--- src/rtl/k_and_s_pkg.sv ---
// rtl/k_and_s_pkg.sv - K&S instruction set shared by decoder, control unit and bench
package k_and_s_pkg;

  typedef enum logic [4:0] {
    I_NOP    = 5'd0,
    I_LOAD   = 5'd1,
    I_STORE  = 5'd2,
    I_MOVE   = 5'd3,
    I_ADD    = 5'd4,
    I_SUB    = 5'd5,
    I_AND    = 5'd6,
    I_OR     = 5'd7,
    I_BRANCH = 5'd8,
    I_BZERO  = 5'd9,
    I_BNZERO = 5'd10,
    I_BNEG   = 5'd11,
    I_BNNEG  = 5'd12,
    I_BOV    = 5'd13,
    I_BNOV   = 5'd14,
    I_HALT   = 5'd15
  } decoded_instruction_type;

endpackage

--- src/rtl/control_unit_if.sv ---
// rtl/control_unit_if.sv - control unit <-> datapath bundle
// master: control unit (drives strobes, reads instruction and flags)
// slave : datapath side (reads strobes, drives instruction and flags)
interface control_unit_if;
  import k_and_s_pkg::*;

  decoded_instruction_type decoded_instruction;
  logic       zero_op;
  logic       neg_op;
  logic       unsigned_overflow;
  logic       signed_overflow;
  logic       branch;
  logic       pc_enable;
  logic       ir_enable;
  logic       addr_sel;
  logic       c_sel;
  logic [1:0] operation;
  logic       write_reg_enable;
  logic       flags_reg_enable;
  logic       ram_write_enable;
  logic       halt;

  modport master (
    input  decoded_instruction, zero_op, neg_op, unsigned_overflow, signed_overflow,
    output branch, pc_enable, ir_enable, addr_sel, c_sel, operation,
           write_reg_enable, flags_reg_enable, ram_write_enable, halt
  );

  modport slave (
    output decoded_instruction, zero_op, neg_op, unsigned_overflow, signed_overflow,
    input  branch, pc_enable, ir_enable, addr_sel, c_sel, operation,
           write_reg_enable, flags_reg_enable, ram_write_enable, halt
  );
endinterface

--- src/rtl/control_unit.sv ---
// rtl/control_unit.sv - multi-cycle Moore controller for the K&S datapath
// Ports: clk, rst_n (sync active-low), bus (control_unit_if.master):
//   inputs decoded_instruction and flag-register outputs, outputs every
//   datapath strobe, RAM write enable and halt.
// Build option: K_AND_S_SIGNED_OV_EN selects signed_overflow for I_BOV/I_BNOV,
//   otherwise unsigned_overflow is used.
module control_unit
  import k_and_s_pkg::*;
(
  input  logic           clk,
  input  logic           rst_n,
  control_unit_if.master bus
);

  typedef enum logic [3:0] {
    S_FETCH, S_DECODE, S_LOAD_ADDR, S_LOAD_WB, S_STORE,
    S_MOVE, S_ALU, S_BRANCH, S_HALT
  } state_t;

  state_t state_q, state_d;
  // Set for the cycles in which reset was sampled low; masks every output so
  // the FETCH state loaded by reset stays silent until reset is sampled high.
  logic   reset_hold_q, reset_hold_d;
  logic   ov_flag;

`ifdef K_AND_S_SIGNED_OV_EN
  logic unused_ov;
  assign ov_flag   = bus.signed_overflow;
  assign unused_ov = bus.unsigned_overflow;
`else
  logic unused_ov;
  assign ov_flag   = bus.unsigned_overflow;
  assign unused_ov = bus.signed_overflow;
`endif

  // Next state: flags are consumed only here, never by the outputs.
  always_comb begin
    state_d      = state_q;
    reset_hold_d = 1'b0;
    if (reset_hold_q) begin
      state_d = S_FETCH;
    end else begin
      case (state_q)
        S_FETCH:     state_d = S_DECODE;
        S_DECODE: begin
          case (bus.decoded_instruction)
            I_LOAD:                     state_d = S_LOAD_ADDR;
            I_STORE:                    state_d = S_STORE;
            I_MOVE:                     state_d = S_MOVE;
            I_ADD, I_SUB, I_AND, I_OR:  state_d = S_ALU;
            I_HALT:                     state_d = S_HALT;
            I_BRANCH:                   state_d = S_BRANCH;
            I_BZERO:  state_d = bus.zero_op  ? S_BRANCH : S_FETCH;
            I_BNZERO: state_d = !bus.zero_op ? S_BRANCH : S_FETCH;
            I_BNEG:   state_d = bus.neg_op   ? S_BRANCH : S_FETCH;
            I_BNNEG:  state_d = !bus.neg_op  ? S_BRANCH : S_FETCH;
            I_BOV:    state_d = ov_flag      ? S_BRANCH : S_FETCH;
            I_BNOV:   state_d = !ov_flag     ? S_BRANCH : S_FETCH;
            default:                    state_d = S_FETCH;
          endcase
        end
        S_LOAD_ADDR: state_d = S_LOAD_WB;
        S_HALT:      state_d = S_HALT;
        default:     state_d = S_FETCH;
      endcase
    end
  end

  always_ff @(posedge clk) begin
    if (!rst_n) begin
      state_q      <= S_FETCH;
      reset_hold_q <= 1'b1;
    end else begin
      state_q      <= state_d;
      reset_hold_q <= reset_hold_d;
    end
  end

  // Moore outputs from the state register (and the stable IR in ALU only).
  always_comb begin
    bus.branch           = 1'b0;
    bus.pc_enable        = 1'b0;
    bus.ir_enable        = 1'b0;
    bus.addr_sel         = 1'b0;
    bus.c_sel            = 1'b0;
    bus.operation        = 2'b00;
    bus.write_reg_enable = 1'b0;
    bus.flags_reg_enable = 1'b0;
    bus.ram_write_enable = 1'b0;
    bus.halt             = 1'b0;
    if (!reset_hold_q) begin
      case (state_q)
        S_FETCH:     bus.ir_enable = 1'b1;
        S_DECODE:    bus.pc_enable = 1'b1;
        S_LOAD_ADDR: bus.addr_sel  = 1'b1;
        S_LOAD_WB: begin
          bus.addr_sel         = 1'b1;
          bus.c_sel            = 1'b1;
          bus.write_reg_enable = 1'b1;
        end
        S_STORE: begin
          bus.addr_sel         = 1'b1;
          bus.ram_write_enable = 1'b1;
        end
        S_MOVE: begin
          // OR of the source with itself passes it through unchanged.
          bus.operation        = 2'b10;
          bus.write_reg_enable = 1'b1;
        end
        S_ALU: begin
          bus.write_reg_enable = 1'b1;
          bus.flags_reg_enable = 1'b1;
          case (bus.decoded_instruction)
            I_AND:   bus.operation = 2'b01;
            I_OR:    bus.operation = 2'b10;
            I_SUB:   bus.operation = 2'b11;
            default: bus.operation = 2'b00;
          endcase
        end
        S_BRANCH: begin
          bus.pc_enable = 1'b1;
          bus.branch    = 1'b1;
        end
        S_HALT:      bus.halt = 1'b1;
        default:     bus.halt = 1'b0;
      endcase
    end
  end

endmodule

--- src/flat_wrapper.sv ---
// flat-port wrapper written by rule: the top's interface ports become plain ports
module control_unit_flat import k_and_s_pkg::*;
  (clk, rst_n, bus_decoded_instruction, bus_zero_op, bus_neg_op, bus_unsigned_overflow, bus_signed_overflow, bus_branch, bus_pc_enable, bus_ir_enable, bus_addr_sel, bus_c_sel, bus_operation, bus_write_reg_enable, bus_flags_reg_enable, bus_ram_write_enable, bus_halt);
  control_unit_if bus_i ();
  input  logic clk;
  input  logic rst_n;
  input wire logic [$bits(bus_i.decoded_instruction)-1:0] bus_decoded_instruction;
  input wire logic [$bits(bus_i.zero_op)-1:0] bus_zero_op;
  input wire logic [$bits(bus_i.neg_op)-1:0] bus_neg_op;
  input wire logic [$bits(bus_i.unsigned_overflow)-1:0] bus_unsigned_overflow;
  input wire logic [$bits(bus_i.signed_overflow)-1:0] bus_signed_overflow;
  output wire logic [$bits(bus_i.branch)-1:0] bus_branch;
  output wire logic [$bits(bus_i.pc_enable)-1:0] bus_pc_enable;
  output wire logic [$bits(bus_i.ir_enable)-1:0] bus_ir_enable;
  output wire logic [$bits(bus_i.addr_sel)-1:0] bus_addr_sel;
  output wire logic [$bits(bus_i.c_sel)-1:0] bus_c_sel;
  output wire logic [$bits(bus_i.operation)-1:0] bus_operation;
  output wire logic [$bits(bus_i.write_reg_enable)-1:0] bus_write_reg_enable;
  output wire logic [$bits(bus_i.flags_reg_enable)-1:0] bus_flags_reg_enable;
  output wire logic [$bits(bus_i.ram_write_enable)-1:0] bus_ram_write_enable;
  output wire logic [$bits(bus_i.halt)-1:0] bus_halt;
  assign bus_i.decoded_instruction = bus_decoded_instruction;
  assign bus_i.zero_op = bus_zero_op;
  assign bus_i.neg_op = bus_neg_op;
  assign bus_i.unsigned_overflow = bus_unsigned_overflow;
  assign bus_i.signed_overflow = bus_signed_overflow;
  assign bus_branch = bus_i.branch;
  assign bus_pc_enable = bus_i.pc_enable;
  assign bus_ir_enable = bus_i.ir_enable;
  assign bus_addr_sel = bus_i.addr_sel;
  assign bus_c_sel = bus_i.c_sel;
  assign bus_operation = bus_i.operation;
  assign bus_write_reg_enable = bus_i.write_reg_enable;
  assign bus_flags_reg_enable = bus_i.flags_reg_enable;
  assign bus_ram_write_enable = bus_i.ram_write_enable;
  assign bus_halt = bus_i.halt;
  control_unit u_core (.clk(clk), .rst_n(rst_n), .bus(bus_i));
endmodule
--- config.mk ---
export PLATFORM = sky130hd
export DESIGN_NAME = control_unit_flat
export DESIGN_NICKNAME = d
export VERILOG_FILES = /design/src/rtl/k_and_s_pkg.sv /design/src/rtl/control_unit_if.sv /design/src/rtl/control_unit.sv /design/src/flat_wrapper.sv
export SDC_FILE = /design/constraint.sdc
export NUM_CORES = 1
export LEC_CHECK = 0
export CAP_MARGIN = 20
export CORE_AREA = 3 3 40 42
export CTS_CLUSTER_DIAMETER = 200
export DETAILED_ROUTE_END_ITERATION = 16
export DIE_AREA = 0 0 43 45
export PLACE_DENSITY_LB_ADDON = 0.2
export SETUP_SLACK_MARGIN = 0.02
export SYNTH_ARGS = -nofsm -noshare
export SYNTH_HDL_FRONTEND = slang
export SYNTH_SLANG_ARGS = --single-unit
--- constraint.sdc ---
create_clock -name clk -period 1.8 [get_ports clk]
set_input_delay 0.36 -clock clk [delete_from_list [all_inputs] [get_ports clk]]
set_output_delay 0.36 -clock clk [all_outputs]
set_load 0.005 [all_outputs]
-- After elaboration in Yosys (flattened, before gate mapping)
Cells that the tools add are included.
- reduce and logical (&&, ||, !) cells: 6
- equal/unequal tests: 23
- bitwise operators: 1
- multiplexer cells: 30
- operators with widths (operator ; number):
    $pmux W4 S12 ; 1
    $eq A5 B4 Y1 const B ; 8
    $eq A5 B3 Y1 const B ; 4
    $mux W1 ; 19
    $mux W3 ; 6
    $eq A4 B3 Y1 const B ; 4
    $pmux W4 S4 ; 1
    $eq A5 B2 Y1 const B ; 2
    $eq A4 B2 Y1 const B ; 2
    $pmux W2 S3 ; 1
    $reduce_or A3 Y1 ; 2
    $eq A5 B1 Y1 const B ; 1
    $eq A4 B1 Y1 const B ; 1
    $eq A4 B4 Y1 const B ; 1
    $logic_not A4 Y1 ; 1
    $pmux W2 S2 ; 1
    $reduce_or A2 Y1 ; 2
    $reduce_or A4 Y1 ; 1
    $mux W2 ; 1
    $not A1 Y1 ; 1
- flip-flop bits (word level): 5

-- Depth between registers and ports, before layout
- depth after elaboration: 4
- gate-level depth with buffers: 5

-- Worst setup path before layout
Ideal clock, no wire load.
- kind: input to output
- start point: in bus_decoded_instruction[3]
- end point: out bus_operation[1]
- buffers on the path: 0
- path slack: 0.372 ns
- cell stages on the path: 4
- arrival: 1.068 ns
- cell sequence: nor2_1 -> nand2_1 -> or3_1 -> a21oi_1
- longest elaborated chain between the ends: 4
- ends and longest elaborated chain (element ; line ; RTL):
    start, declared ; flat_wrapper.sv:7 ; input wire logic [$bits(bus_i.decoded_instruction)-1:0] bus_decoded_instruction;
    $eq A5 B3 Y1 ; control_unit.sv:113 ; case (bus.decoded_instruction)
    $pmux W2 S3 (*) ; control_unit.sv:113 ;
    $pmux W2 S2 (*) ; control_unit.sv:92 ; case (state_q)
    $mux W2 (*) ; control_unit.sv:91 ; if (!reset_hold_q) begin
    end, declared ; flat_wrapper.sv:17 ; output wire logic [$bits(bus_i.operation)-1:0] bus_operation;
Every way passes the cells marked *; elsewhere a longest branch is shown, timed or not.

-- Final worst setup path
- start point: reg u_core.state_q[2]
- end point: out bus_ir_enable
- longest elaborated chain between the ends: 3
- ends and longest elaborated chain (element ; line ; RTL):
    start, declared ; control_unit.sv:20 ; state_t state_q, state_d;
    start signal, assigned ; control_unit.sv:74 ; state_q <= state_d;
    $logic_not A4 Y1 ; control_unit.sv:92 ;
    $mux W1 ; control_unit.sv:92 ;
    $mux W1 ; control_unit.sv:91 ;
    end, declared ; flat_wrapper.sv:14 ; output wire logic [$bits(bus_i.ir_enable)-1:0] bus_ir_enable;
Every way passes these cells.

==> results.toml <==
[worst_setup_path]
reg2reg_depth = 5
endpoint_kind = "output port"
timing_worst_setup_path_type = "reg -> out"
worst_ep_required_time_ns = 1.44
critical_path.max_fanout = 6
critPathArrivalTime_ns = 1.36
worst_setup_sp_type = "flop"

[placed_design]
place.detailed.hpwl_mm = 1.14
numPortBuffers = 20
gp_congestion = 0.801
pre_cts_ws_ns = -0.531
dp.cells = 118

[floorplanning]
core_area_um2 = 1280
placementRows = 13
die-width_um = 43
die_height_um = 45
design.portCount = 22
floorplan.initialDensity = 0.394
dieArea_um2 = 1940

[power]
p_per_area_nw_per_um2 = 399
vdd.ir_drop.worst_mv = 0.268
cellLeakagePower_nw = 0.409

[status]
result_of_the_run = "finished clean"

[cells_and_area]
multi_input_area_um2 = 379
ff_latch_area_um2 = 104
area_growth_pct = 71.6
number_of_standard_cells_in_the_final_layout_excluding_fillers = 126
num-fill-cells = 127
final_layout_size_suffix_gt1_frac = 0.342
final_core_utilization = 0.677
antennaDiodeCount = 0
nNetsFinal = 123

[clocking]
worst_setup_hold_path_clk_slew_ns = 0.05
cts_sinks = 5
clk_latency_ns = 0.25
h-tree-depth = 1
holdBufCountCts = 0
cts-buffers-inserted = 3
cts_tree = "yes"
max-clock-path-buffers = 2
clock-root-buffer = "sky130_fd_sc_hd__clkbuf_4"

[grt]
first_global_vias = 623
grt_start_max_net_pins = 11
antenna_found_initial = 0
grt_first_pass_wirelength_mm = 2.51
grt.total_usage = 0.166
aggregate_global_routing_overflow = 0

[synthesis]
post_synth.cell_area_avg_um2 = 7.24
synth.ff_latch_count = 5
ys_warn_count = 0
synth_cells = 70
syn-cell-area_um2 = 507
synthesis.nets = 81
synth.yosys.seq_area_share = 0.198
yosys.cell_types.count = 29

[drt]
drtIter0Drc = 9
route.antenna.remaining_nets = 0
routed_wirelength_mm = 1.46
drcViolationCount = 0
via_per_inst = 5.10
via_total_after_detailed_routing = 642
drtPass1Iterations = 4
routedWlPerCell_um = 11.6

[sta]
final_critical_path_setup_slack_ns = 0.0807
period_needed_ns = 1.72
slew_worst_pin_ns = 0.315
hold_viol = 0
rsz0062_at_grt = "true"
fin_worst_hold_slack_ns = 0.705
finalSetupViolations = 0
finClkSkew_ns = 0.000750
timing.final.max_slew_violations = 0
max-slew-margin-rel = 0.788
fmax_mhz = 582
period_share = 0.955

[hold_path]
holdPathStages = 4
hp-class = "in -> reg"

[flow_run]
cap_viol_max_count = 0
final timing paths:
| kind | from | slack [ns] | endpoint |
|---|---|---|---|
| setup / recovery | u_core.state_q[2] | 0.08 | bus_ir_enable |
| hold / removal | bus_decoded_instruction[0] | 0.70 | u_core.state_q[3] |
| setup reg to reg | u_core.state_q[2] | 0.39 | u_core.state_q[3] |
| hold reg to reg | u_core.state_q[2] | 0.74 | u_core.state_q[2] |
per-layer routing:
layer	part of all wire	wire length [um]	vias up	global-route usage
met3	0.038	55	2	0.0239
met5	0	0	-	0
li1	-	-	328	-
met2	0.53	777	19	0.308
met1	0.42	616	293	0.202
met4	0.0082	12	0	0.0361
kinds of logic after synthesis:
kind of cell,synth area share
muxes,0.0395
adders and majority gates,0.0222
buffers and inverters,0.0839
AOI/OAI and AO/OA,0.156
DFF,0.198
xor gates and xnor gates,0.0346
and+or+nand+nor,0.467
stage by stage:
step	area, um2	total power [W]	setup TNS [ns]
after floorplan	507	0.000159	0
after global placement	818	0.000210	-0.962
after detailed placement	818	0.000211	-1.06
after CTS	848	0.000342	0
after global routing	870	0.000365	-0.0178
final	870	0.000347	0
cells in the mapped netlist:
master | number | share of area
sky130_fd_sc_hd__a21oi_1 | 7 | 0.069
sky130_fd_sc_hd__and3_1 | 2 | 0.025
sky130_fd_sc_hd__buf_2 | 1 | 0.0099
sky130_fd_sc_hd__buf_4 | 1 | 0.015
sky130_fd_sc_hd__buf_6 | 2 | 0.044
sky130_fd_sc_hd__dfxtp_1 | 5 | 0.20
sky130_fd_sc_hd__inv_1 | 2 | 0.015
sky130_fd_sc_hd__maj3_2 | 1 | 0.022
sky130_fd_sc_hd__mux2i_1 | 2 | 0.040
sky130_fd_sc_hd__nand2_1 | 7 | 0.052
sky130_fd_sc_hd__nand2b_1 | 3 | 0.037
sky130_fd_sc_hd__nand3b_1 | 1 | 0.015
sky130_fd_sc_hd__nand4_1 | 1 | 0.012
sky130_fd_sc_hd__nor2_1 | 10 | 0.074
sky130_fd_sc_hd__nor2b_1 | 4 | 0.049
sky130_fd_sc_hd__nor3_1 | 5 | 0.049
sky130_fd_sc_hd__nor3_2 | 2 | 0.040
sky130_fd_sc_hd__nor4_1 | 2 | 0.025
sky130_fd_sc_hd__nor4_4 | 1 | 0.042
sky130_fd_sc_hd__o2111ai_1 | 1 | 0.017
sky130_fd_sc_hd__o21a_1 | 1 | 0.015
sky130_fd_sc_hd__o21ai_0 | 1 | 0.0099
sky130_fd_sc_hd__o21ai_1 | 1 | 0.0099
sky130_fd_sc_hd__o22a_1 | 1 | 0.017
sky130_fd_sc_hd__o2bb2ai_1 | 1 | 0.017
sky130_fd_sc_hd__or3_1 | 2 | 0.025
sky130_fd_sc_hd__or3_4 | 1 | 0.022
sky130_fd_sc_hd__xnor2_1 | 1 | 0.017
sky130_fd_sc_hd__xor2_1 | 1 | 0.017
flip-flops by register name, summed over array words and instances (netlist names):
register	cells
u_core.state_q	4
u_core.reset_hold_q	1
cell usage in the layout, fill, tap and decap left out, types with 4 or more instances in the layout:
master                            netlist  layout
sky130_fd_sc_hd__dfxtp_1                5       4
sky130_fd_sc_hd__nor2_1                10       7
sky130_fd_sc_hd__nor3_1                 5       4
sky130_fd_sc_hd__dlygate4sd2_1          0      13
sky130_fd_sc_hd__buf_4                  1      19
sky130_fd_sc_hd__nand2_1                7       7
sky130_fd_sc_hd__a21oi_1                7       7
sky130_fd_sc_hd__clkdlybuf4s50_1        0       4
power by group:
part / switching (W) / leakage, nW / internal, W
Clock: 0.0000517 / 0.0150 / 0.0000842
Sequential: 0.00000212 / 0.0416 / 0.000112
Combinational: 0.0000414 / 0.352 / 0.0000555
critical path: stages (launching register included):
cell and delay (ns):
sky130_fd_sc_hd__dfxtp_4 0.36, sky130_fd_sc_hd__or3_4 0.40, sky130_fd_sc_hd__nor3_2 0.10, sky130_fd_sc_hd__dlygate4sd2_1 0.25
timing repair:
action                     in CTS  in global routing
hold endpoints to repair        0                  0
setup endpoints to repair      11                  4
gates cloned                    0                  0
pin swaps                       5                  2
buffers inserted                2                  2
gates resized for setup        28                  5
area by class of cell:
| class | instances | share of cell area |
|---|---|---|
| clock buffers | 4 | 0.0302 |
| repair buffers | 41 | 0.384 |
| well taps | 15 | 0.0216 |
| multi-input cells | 59 | 0.436 |
| inverters | 2 | 0.00863 |
| flip-flops and latches | 5 | 0.119 |
Note: power is estimated with default switching activity, not from simulation.
